$ cat config.mk
export PLATFORM = sky130hd
export DESIGN_NAME = pipeline_hazard_ctrl
export DESIGN_NICKNAME = d
export VERILOG_FILES = /design/src/rtl/pipeline_hazard_ctrl_pkg.sv /design/src/rtl/pipeline_hazard_ctrl_perf_counter.sv /design/src/rtl/pipeline_hazard_ctrl.sv
export SDC_FILE = /design/constraint.sdc
export NUM_CORES = 1
export LEC_CHECK = 0
export ABC_AREA = 0
export BUFFER_PORTS_ARGS = -buffer_cell sky130_fd_sc_hd__clkbuf_2
export CAP_MARGIN = 20
export CORE_UTILIZATION = 46
export CTS_BUF_LIST = sky130_fd_sc_hd__clkbuf_16
export DETAILED_ROUTE_END_ITERATION = 7
export GPL_ROUTABILITY_DRIVEN = 0
export GPL_TIMING_DRIVEN = 0
export HOLD_SLACK_MARGIN = 0.08
export PLACE_DENSITY = 0.69
export SLEW_MARGIN = 10
export SYNTH_ARGS = -nofsm -noshare
export SYNTH_HDL_FRONTEND = slang
export SYNTH_SLANG_ARGS = --single-unit
$ cat constraint.sdc
create_clock -name clk -period 2.72 [get_ports clk]
set_clock_uncertainty 0.2 [all_clocks]
set_input_delay 0.272 -clock clk [delete_from_list [all_inputs] [get_ports clk]]
set_output_delay 0.272 -clock clk [all_outputs]
set_load 0.1 [all_outputs]
$ cat src/rtl/pipeline_hazard_ctrl_pkg.sv
// Shared types for the pipeline stall/flush sequencer: sequencer states and
// the bundle of per-stage freeze/flush controls.
package pipe_ctrl_pkg;

   typedef enum logic [1:0] {
      RUN      = 2'd0,
      MEM_WAIT = 2'd1,
      ERROR    = 2'd2
   } state_t;

   typedef struct packed {
      logic freeze_pc;
      logic freeze_if_id;
      logic flush_if_id;
      logic freeze_id_exe;
      logic flush_id_exe;
      logic freeze_exe_mem;
      logic freeze_mem_wb;
   } stage_ctrl_t;

   localparam stage_ctrl_t CTRL_NONE = '0;

   localparam stage_ctrl_t CTRL_ALL_FREEZE = '{
      freeze_pc: 1'b1, freeze_if_id: 1'b1, flush_if_id: 1'b0,
      freeze_id_exe: 1'b1, flush_id_exe: 1'b0,
      freeze_exe_mem: 1'b1, freeze_mem_wb: 1'b1};

   localparam stage_ctrl_t CTRL_BRANCH_FLUSH = '{
      freeze_pc: 1'b0, freeze_if_id: 1'b0, flush_if_id: 1'b1,
      freeze_id_exe: 1'b0, flush_id_exe: 1'b1,
      freeze_exe_mem: 1'b0, freeze_mem_wb: 1'b0};

   // Older instructions drain while the dependent one is held in ID.
   localparam stage_ctrl_t CTRL_HAZARD_BUBBLE = '{
      freeze_pc: 1'b1, freeze_if_id: 1'b1, flush_if_id: 1'b0,
      freeze_id_exe: 1'b0, flush_id_exe: 1'b1,
      freeze_exe_mem: 1'b0, freeze_mem_wb: 1'b0};

endpackage

$ cat src/rtl/pipeline_hazard_ctrl_perf_counter.sv
// Wrapping event counter with enable and synchronous active-low reset.
module perf_counter #(
   parameter int W = 32
) (
   input  logic         clk,
   input  logic         rst_n,
   input  logic         en,
   output logic [W-1:0] count
);

   always_ff @(posedge clk) begin
      if (!rst_n)  count <= '0;
      else if (en) count <= count + W'(1);
   end

endmodule

$ cat src/rtl/pipeline_hazard_ctrl.sv
// Stall/flush sequencer for the 5-stage pipeline: arbitrates memory stalls,
// branch flushes and RAW bubbles, with a memory-wait watchdog and perf counters.
module pipeline_hazard_ctrl
   import pipe_ctrl_pkg::*;
#(
   parameter int MEM_TIMEOUT = 64,
   parameter int CNT_W       = 32
) (
   input  logic             clk,
   input  logic             rst_n,
   input  logic             hazard_detected,
   input  logic             branch_taken,
   input  logic             mem_req,
   input  logic             mem_ready,
   input  logic             err_clr,
   output logic             freeze_pc,
   output logic             freeze_if_id,
   output logic             flush_if_id,
   output logic             freeze_id_exe,
   output logic             flush_id_exe,
   output logic             freeze_exe_mem,
   output logic             freeze_mem_wb,
   output logic             busy,
   output logic             mem_timeout,
   output logic [CNT_W-1:0] stall_cnt,
   output logic [CNT_W-1:0] flush_cnt
);

   localparam int WW = $clog2(MEM_TIMEOUT + 1);

   state_t         state, state_nxt;
   logic [WW-1:0]  wait_cnt, wait_nxt;
   stage_ctrl_t    ctrl, ctrl_out;
   logic           flush_evt;
   logic [CNT_W-1:0] stall_q, flush_q;

   always_ff @(posedge clk) begin
      if (!rst_n) begin
         state    <= RUN;
         wait_cnt <= '0;
      end else begin
         state    <= state_nxt;
         wait_cnt <= wait_nxt;
      end
   end

   // wait_cnt counts frozen cycles of the current access, entry cycle included.
   always_comb begin
      state_nxt = state;
      wait_nxt  = wait_cnt;
      ctrl      = CTRL_NONE;
      flush_evt = 1'b0;
      case (state)
         RUN: begin
            if (mem_req && !mem_ready) begin
               ctrl      = CTRL_ALL_FREEZE;
               state_nxt = MEM_WAIT;
               wait_nxt  = WW'(1);
            end else if (branch_taken) begin
               ctrl      = CTRL_BRANCH_FLUSH;
               flush_evt = 1'b1;
            end else if (hazard_detected) begin
               ctrl = CTRL_HAZARD_BUBBLE;
            end
         end
         MEM_WAIT: begin
            if (mem_ready) begin
               state_nxt = RUN;
               wait_nxt  = '0;
            end else begin
               ctrl = CTRL_ALL_FREEZE;
               if (wait_cnt == WW'(MEM_TIMEOUT)) state_nxt = ERROR;
               else                              wait_nxt  = wait_cnt + WW'(1);
            end
         end
         ERROR: begin
            ctrl = CTRL_ALL_FREEZE;
            if (err_clr) begin
               state_nxt = RUN;
               wait_nxt  = '0;
            end
         end
         default: begin
            state_nxt = RUN;
            wait_nxt  = '0;
         end
      endcase
   end

   // Outputs are forced quiet for the whole time reset is held, not just after the edge.
   assign ctrl_out       = rst_n ? ctrl : CTRL_NONE;
   assign freeze_pc      = ctrl_out.freeze_pc;
   assign freeze_if_id   = ctrl_out.freeze_if_id;
   assign flush_if_id    = ctrl_out.flush_if_id;
   assign freeze_id_exe  = ctrl_out.freeze_id_exe;
   assign flush_id_exe   = ctrl_out.flush_id_exe;
   assign freeze_exe_mem = ctrl_out.freeze_exe_mem;
   assign freeze_mem_wb  = ctrl_out.freeze_mem_wb;
   assign busy           = rst_n && (state != RUN);
   assign mem_timeout    = rst_n && (state == ERROR);

   perf_counter #(.W(CNT_W)) u_stall_cnt (
      .clk   (clk),
      .rst_n (rst_n),
      .en    (ctrl_out.freeze_pc),
      .count (stall_q)
   );

   perf_counter #(.W(CNT_W)) u_flush_cnt (
      .clk   (clk),
      .rst_n (rst_n),
      .en    (flush_evt),
      .count (flush_q)
   );

   assign stall_cnt = rst_n ? stall_q : '0;
   assign flush_cnt = rst_n ? flush_q : '0;

endmodule

## After elaboration in Yosys (flattened, before gate mapping)

Cells that the tools add are included.

- Reductions and logical operators: 8
- Mux-type cells: 21
- Add/subtract/negate cells: 3
- Equality and inequality tests: 7

Operator list:

| cell | number |
|---|---|
| 32-bit by 1-bit adder with 32-bit output, second input constant | 2 |
| 32-bit 2-to-1 mux | 2 |
| 7-bit 2-to-1 mux | 9 |
| 7-bit one-hot mux with 3 select lines | 2 |
| 2-bit 2-to-1 mux | 4 |
| 7-bit by 1-bit adder with 7-bit output, second input constant | 1 |
| 7-bit equality test, second input constant | 1 |
| 3-bit inequality test, second input constant | 2 |
| 2-bit one-hot mux with 3 select lines | 1 |
| 3-bit AND reduction | 2 |
| 2-bit inequality test, second input constant | 2 |
| 1-bit logical AND | 3 |
| 1-bit 2-to-1 mux | 3 |
| 2-bit by 1-bit equality test with 1-bit output, second input constant | 1 |
| 2-bit equality test, second input constant | 1 |
| 2-bit logical NOT | 1 |
| 2-bit nonzero test | 1 |
| 1-bit logical NOT | 1 |

- Flip-flop bits (word level): 73
- Logic and storage cells: 43
- Input bits: 7

## Longest topological paths before layout

- Depth after elaboration: 5
- Depth in mapped cells: 8
- Mapped depth without buffers: 7

## By module

From an unflattened synthesis, not the netlist that was laid out.

- Cell total of the unflattened synthesis: 502
- Area total of the unflattened synthesis: 4170.2 um^2

By module, submodules not included:

| module | cells an instance | area each (um^2) | seq. area each (um^2) | times used |
|---|---|---|---|---|
| perf_counter | 176 | 1562.7 | 640.6 | 2 |
| pipeline_hazard_ctrl | 150 | 1044.8 | 180.2 | 1 |

## Least setup slack after synthesis

No wires, ideal clock.

- Path type: flip-flop to output port
- From: reg state[1]
- To: out freeze_id_exe
- Setup slack: -528 ps
- Data required time: 2248 ps
- Stages on the path, launching flop included: 6
- Arrival time: 2776 ps
- Path through: dfxtp_1 > buf_2 > nor3_1 > nor2_1 > nor2_1 > buf_4

- Word-level cells in the longest chain between the ends: 3
- Elaborated cells between the ends (all ways): 5
- Classes of those cells: 2 x eq/ne; 2 x mux; 1 x reduce/logical

Ends and longest elaborated chain:

| what | RTL line | text |
|---|---|---|
| from (decl) | pipeline_hazard_ctrl.sv:31 | `state_t state, state_nxt;` |
| from (signal assigned) | pipeline_hazard_ctrl.sv:42 | `state <= state_nxt;` |
| 2-bit equality test, or another cell as far along | pipeline_hazard_ctrl.sv:53 | `case (state)` |
| 7-bit one-hot mux with 3 select lines (*) | pipeline_hazard_ctrl.sv:53 |  |
| 7-bit 2-to-1 mux (*) | pipeline_hazard_ctrl.sv:91 | `assign ctrl_out = rst_n ? ctrl : CTRL_NONE;` |
| to (decl) | pipeline_hazard_ctrl.sv:19 | `output logic freeze_id_exe,` |

Mark *: on every way between the ends. The rest lies on a longest branch, timed or not.

## Worst setup path in the final report

- From: reg state[0]
- To: out freeze_id_exe

Same word-level chain as after synthesis.

==> flow_metrics.py <==
metrics = {
    "run_status": {
        "status": "finished clean",
    },
    "synthesis": {
        "netlist_area_sq_mm": 0.00399,
        "ys_ff_latch": 73,
        "ys.flop_type": "dfxtp_1",
        "synth_cells": 496,
        "synth-compound-area-share_pct": 8.63,
        "synth_top_family_by_area": "simple AND/OR/NAND/NOR gates",
        "synth_cell_type_count": 50,
        "synth_enable_flop_cells": 0,
        "synth_fp_nets": 507,
        "synthAdderAreaFrac_pct": 1.26,
        "avgSynthCellArea_sq_um": 8.03,
        "synthSimpleGateAreaFrac_pct": 35.8,
        "ys_seq_area_share_pct": 36.7,
        "yosysWarningCount": 0,
        "async_reset_ff_share_pct": 0,
        "synth-xor-area-share_pct": 8.13,
        "muxShareOfSynthArea_pct": 4.93,
    },
    "critical_path": {
        "crit_top_cell": "nor2_1",
        "cpMaxStageDelayCell": "clkbuf_2",
        "path_buf_inv": 2,
        "worstPathRequired_ns": 2.25,
        "cp-end-kind": "output pin",
        "start_kind": "flop",
        "critical_path.cell_chain": "nor2_1 -> nor3_2 -> nor2_1 -> nor2_4 -> buf_4 -> clkbuf_2",
        "crit_type": "reg -> out",
        "cpPeakStageDelay_ns": 0.44,
        "crit_fanout": 7,
        "rrSetupSlack_ns": 0.24,
        "crit_arrival_ns": 2.12,
        "path_delay_family": "simple AND/OR/NAND/NOR gates",
    },
    "drt": {
        "drtIter0Drc": 122,
        "final_antenna_net_count": 0,
        "routedWlPerCell_um": 14.6,
        "viasPerCell": 5.50,
        "first_pass_iters": 4,
        "wirelength_um": 10200,
        "num_vias": 3836,
        "drc": 0,
    },
    "floorplanning": {
        "die-area_sq_mm": 0.00904,
        "fp-row-count": 33,
        "dieWidth_um": 95.1,
        "core_sq_mm": 0.00830,
        "start_util_pct": 48.0,
        "io_pins": 80,
        "die_h_um": 95.1,
    },
    "cts": {
        "clockBufferDepth": 2,
        "cts_root_buf": "clkbuf_16",
        "cts_tree": "built",
        "clk_pin_slew_ns": 0.06,
        "htreeDepth": 3,
        "cts_setup_buffers": 0,
        "clock_latency_ns": 0.33,
        "cts_made_buffers": 9,
        "cts.sinks": 73,
    },
    "timing": {
        "rsz0062_at_grt": "false",
        "slew_violations": 0,
        "worst_slack_ns": 0.133,
        "worst_slew_pin_slew_ns": 0.655,
        "fin_crit_sh_pct": 95.1,
        "slew_headroom_pct": 55.2,
        "setup_viol": 0,
        "final.setup.tns_ns": 0,
        "fin_crit_ns": 2.59,
        "final-hold-violation-count": 0,
        "max_freq_mhz": 387,
    },
    "finish": {
        "diodes": 0,
        "final.fill_count": 779,
        "layout.nets": 598,
        "postLayoutCoreUtil_pct": 58.8,
        "drive_above_1_share_pct": 20.8,
        "syn2layout_area_growth_pct": 22.5,
        "final_area_sq_mm": 0.00488,
    },
    "job": {
        "maxCapViolCount": 0,
    },
    "placed_design": {
        "dpl.hpwl_um": 7260,
        "pre_cts_ws_ns": -0.0715,
        "placed_cell_area_sq_mm": 0.00453,
        "place.port_buffers": 79,
    },
    "global_routing": {
        "grt_overflow": 0,
        "antenna_found_initial": 0,
        "first_global_vias": 3567,
        "groute.usage.overall_pct": 23.9,
        "grt_pass1_wl_um": 16800,
        "grt_start_max_net_pins": 14,
    },
    "power_and_ir_drop": {
        "cellLeakagePower_uw": 0.00193,
        "irDropWorstVdd_v": 0.000275,
        "power.density_mw_per_mm2": 548,
    },
    "min_path": {
        "hold_class": "in -> reg",
    },
}
metal layers:
layer / wire length [um] / GRT usage, % / vias up
met1: 4570 / 29.8 / 1810
met5: 0 / 0 / -
li1: - / - / 1907
met3: 532 / 6.46 / 10
met2: 4940 / 40.8 / 109
met4: 124 / 5.93 / 0
final cells by class:
cell class / instances / area, sq um / area share [%]
buffer: 26 / 114 / 2.33
clock buffer: 9 / 225 / 4.61
clock inverter: 7 / 119 / 2.43
inverter: 19 / 71.3 / 1.46
multi-input combinational: 378 / 2360 / 48.3
sequential: 73 / 1460 / 29.9
tap: 105 / 131 / 2.69
timing repair buffer: 80 / 403 / 8.25
repair_timing:
action                                  in CTS  in global routing
hold buffers                                 0                  0
endpoints found under the setup margin       4                  2
endpoints found under the hold margin        0                  0
resized for setup                            2                  3
power breakdown:
| group | internal [uW] | total (uW) | leakage (uW) | switching [uW] |
|---|---|---|---|---|
| Sequential | 1080 | 1090 | 0.000589 | 15.5 |
| Combinational | 46.2 | 221 | 0.00117 | 175 |
| Clock | 897 | 1360 | 0.000167 | 464 |
Yosys cell counts, types with 2 or more instances:
master     number  area share, %
a21oi_1        21            2.6
ha_1            4            1.3
nor2b_1         2           0.31
buf_2           2           0.25
and3_1          7            1.1
xor2_1          5            1.1
o21ai_0        18            2.3
dfxtp_1        73             37
nand2_1        25            2.4
nand3b_1        2           0.38
mux2_1          3           0.85
a211oi_1        2           0.38
nand4_1        15            2.4
a2111oi_0       5            1.1
clkbuf_1       18            1.7
xnor2_1        32            7.0
nor3b_1         2           0.38
mux2_2         10            2.8
buf_4           3           0.57
and2_1         51            8.0
or4_1           2           0.38
nand3_1        29            3.6
nor4_1         11            1.7
inv_1          18            1.7
or3_1          13            2.0
nor3_1         15            1.9
mux2i_1         5            1.3
nor2_1         70            6.6
and4_1         10            2.2
buf_1           3           0.28
registers in the layout, summed over array words and instances (netlist names):
register and count:
u_stall_cnt.count 32, u_flush_cnt.count 32, state 2, wait_cnt 7
tightest hold or removal path, stage by stage:
cell	delay [ns]
clkbuf_2	0.10
nor3b_1	0.06
o21a_1	0.17
cell usage in the layout, fill, tap and decap left out, drive strengths merged, types with 2 or more instances in the layout:
cell type / count
clkbuf: 106
dfxtp: 73
nor2: 71
and2: 51
xnor2: 32
nand3: 29
nand2: 26
a21oi: 21
inv: 20
o21ai: 19
nand4: 17
nor3: 16
or3: 13
mux2: 13
nor4: 11
and4: 10
buf: 9
and3: 7
a2111oi: 6
mux2i: 5
xor2: 5
ha: 4
bufinv: 3
or4: 3
nand3b: 2
nor2b: 2
a211oi: 2
nor3b: 2
clkinv: 2
through the flow:
stage	hold slack [ns]	power, uW	std cells
global placement	0.248	1330	680
global route	0.124	2760	697
floorplan	0.226	1280	496
finish	0.112	2680	697
CTS	0.113	2690	696
detailed placement	0.279	1340	680
cells by family (layout without fill, tap and decap cells):
| family | count (synthesis) | count (layout) |
|---|---|---|
| DFF | 73 | 73 |
| muxes | 18 | 18 |
| AOI/OAI and AO/OA | 56 | 56 |
| xor gates and xnor gates | 37 | 37 |
| buffers and inverters | 45 | 141 |
| adders and majority gates | 4 | 4 |
| and+or+nand+nor | 263 | 263 |
worst paths after layout:
path                                           start               endpoint  cells after the start
worst min register to register  u_flush_cnt.count[1]   u_flush_cnt.count[1]                      2
worst max-delay path                        state[0]          freeze_id_exe                      6
worst min-delay path                         err_clr               state[1]                      3
worst max register to register  u_flush_cnt.count[3]  u_flush_cnt.count[31]                      6
Power figures use the tool's default switching activity.
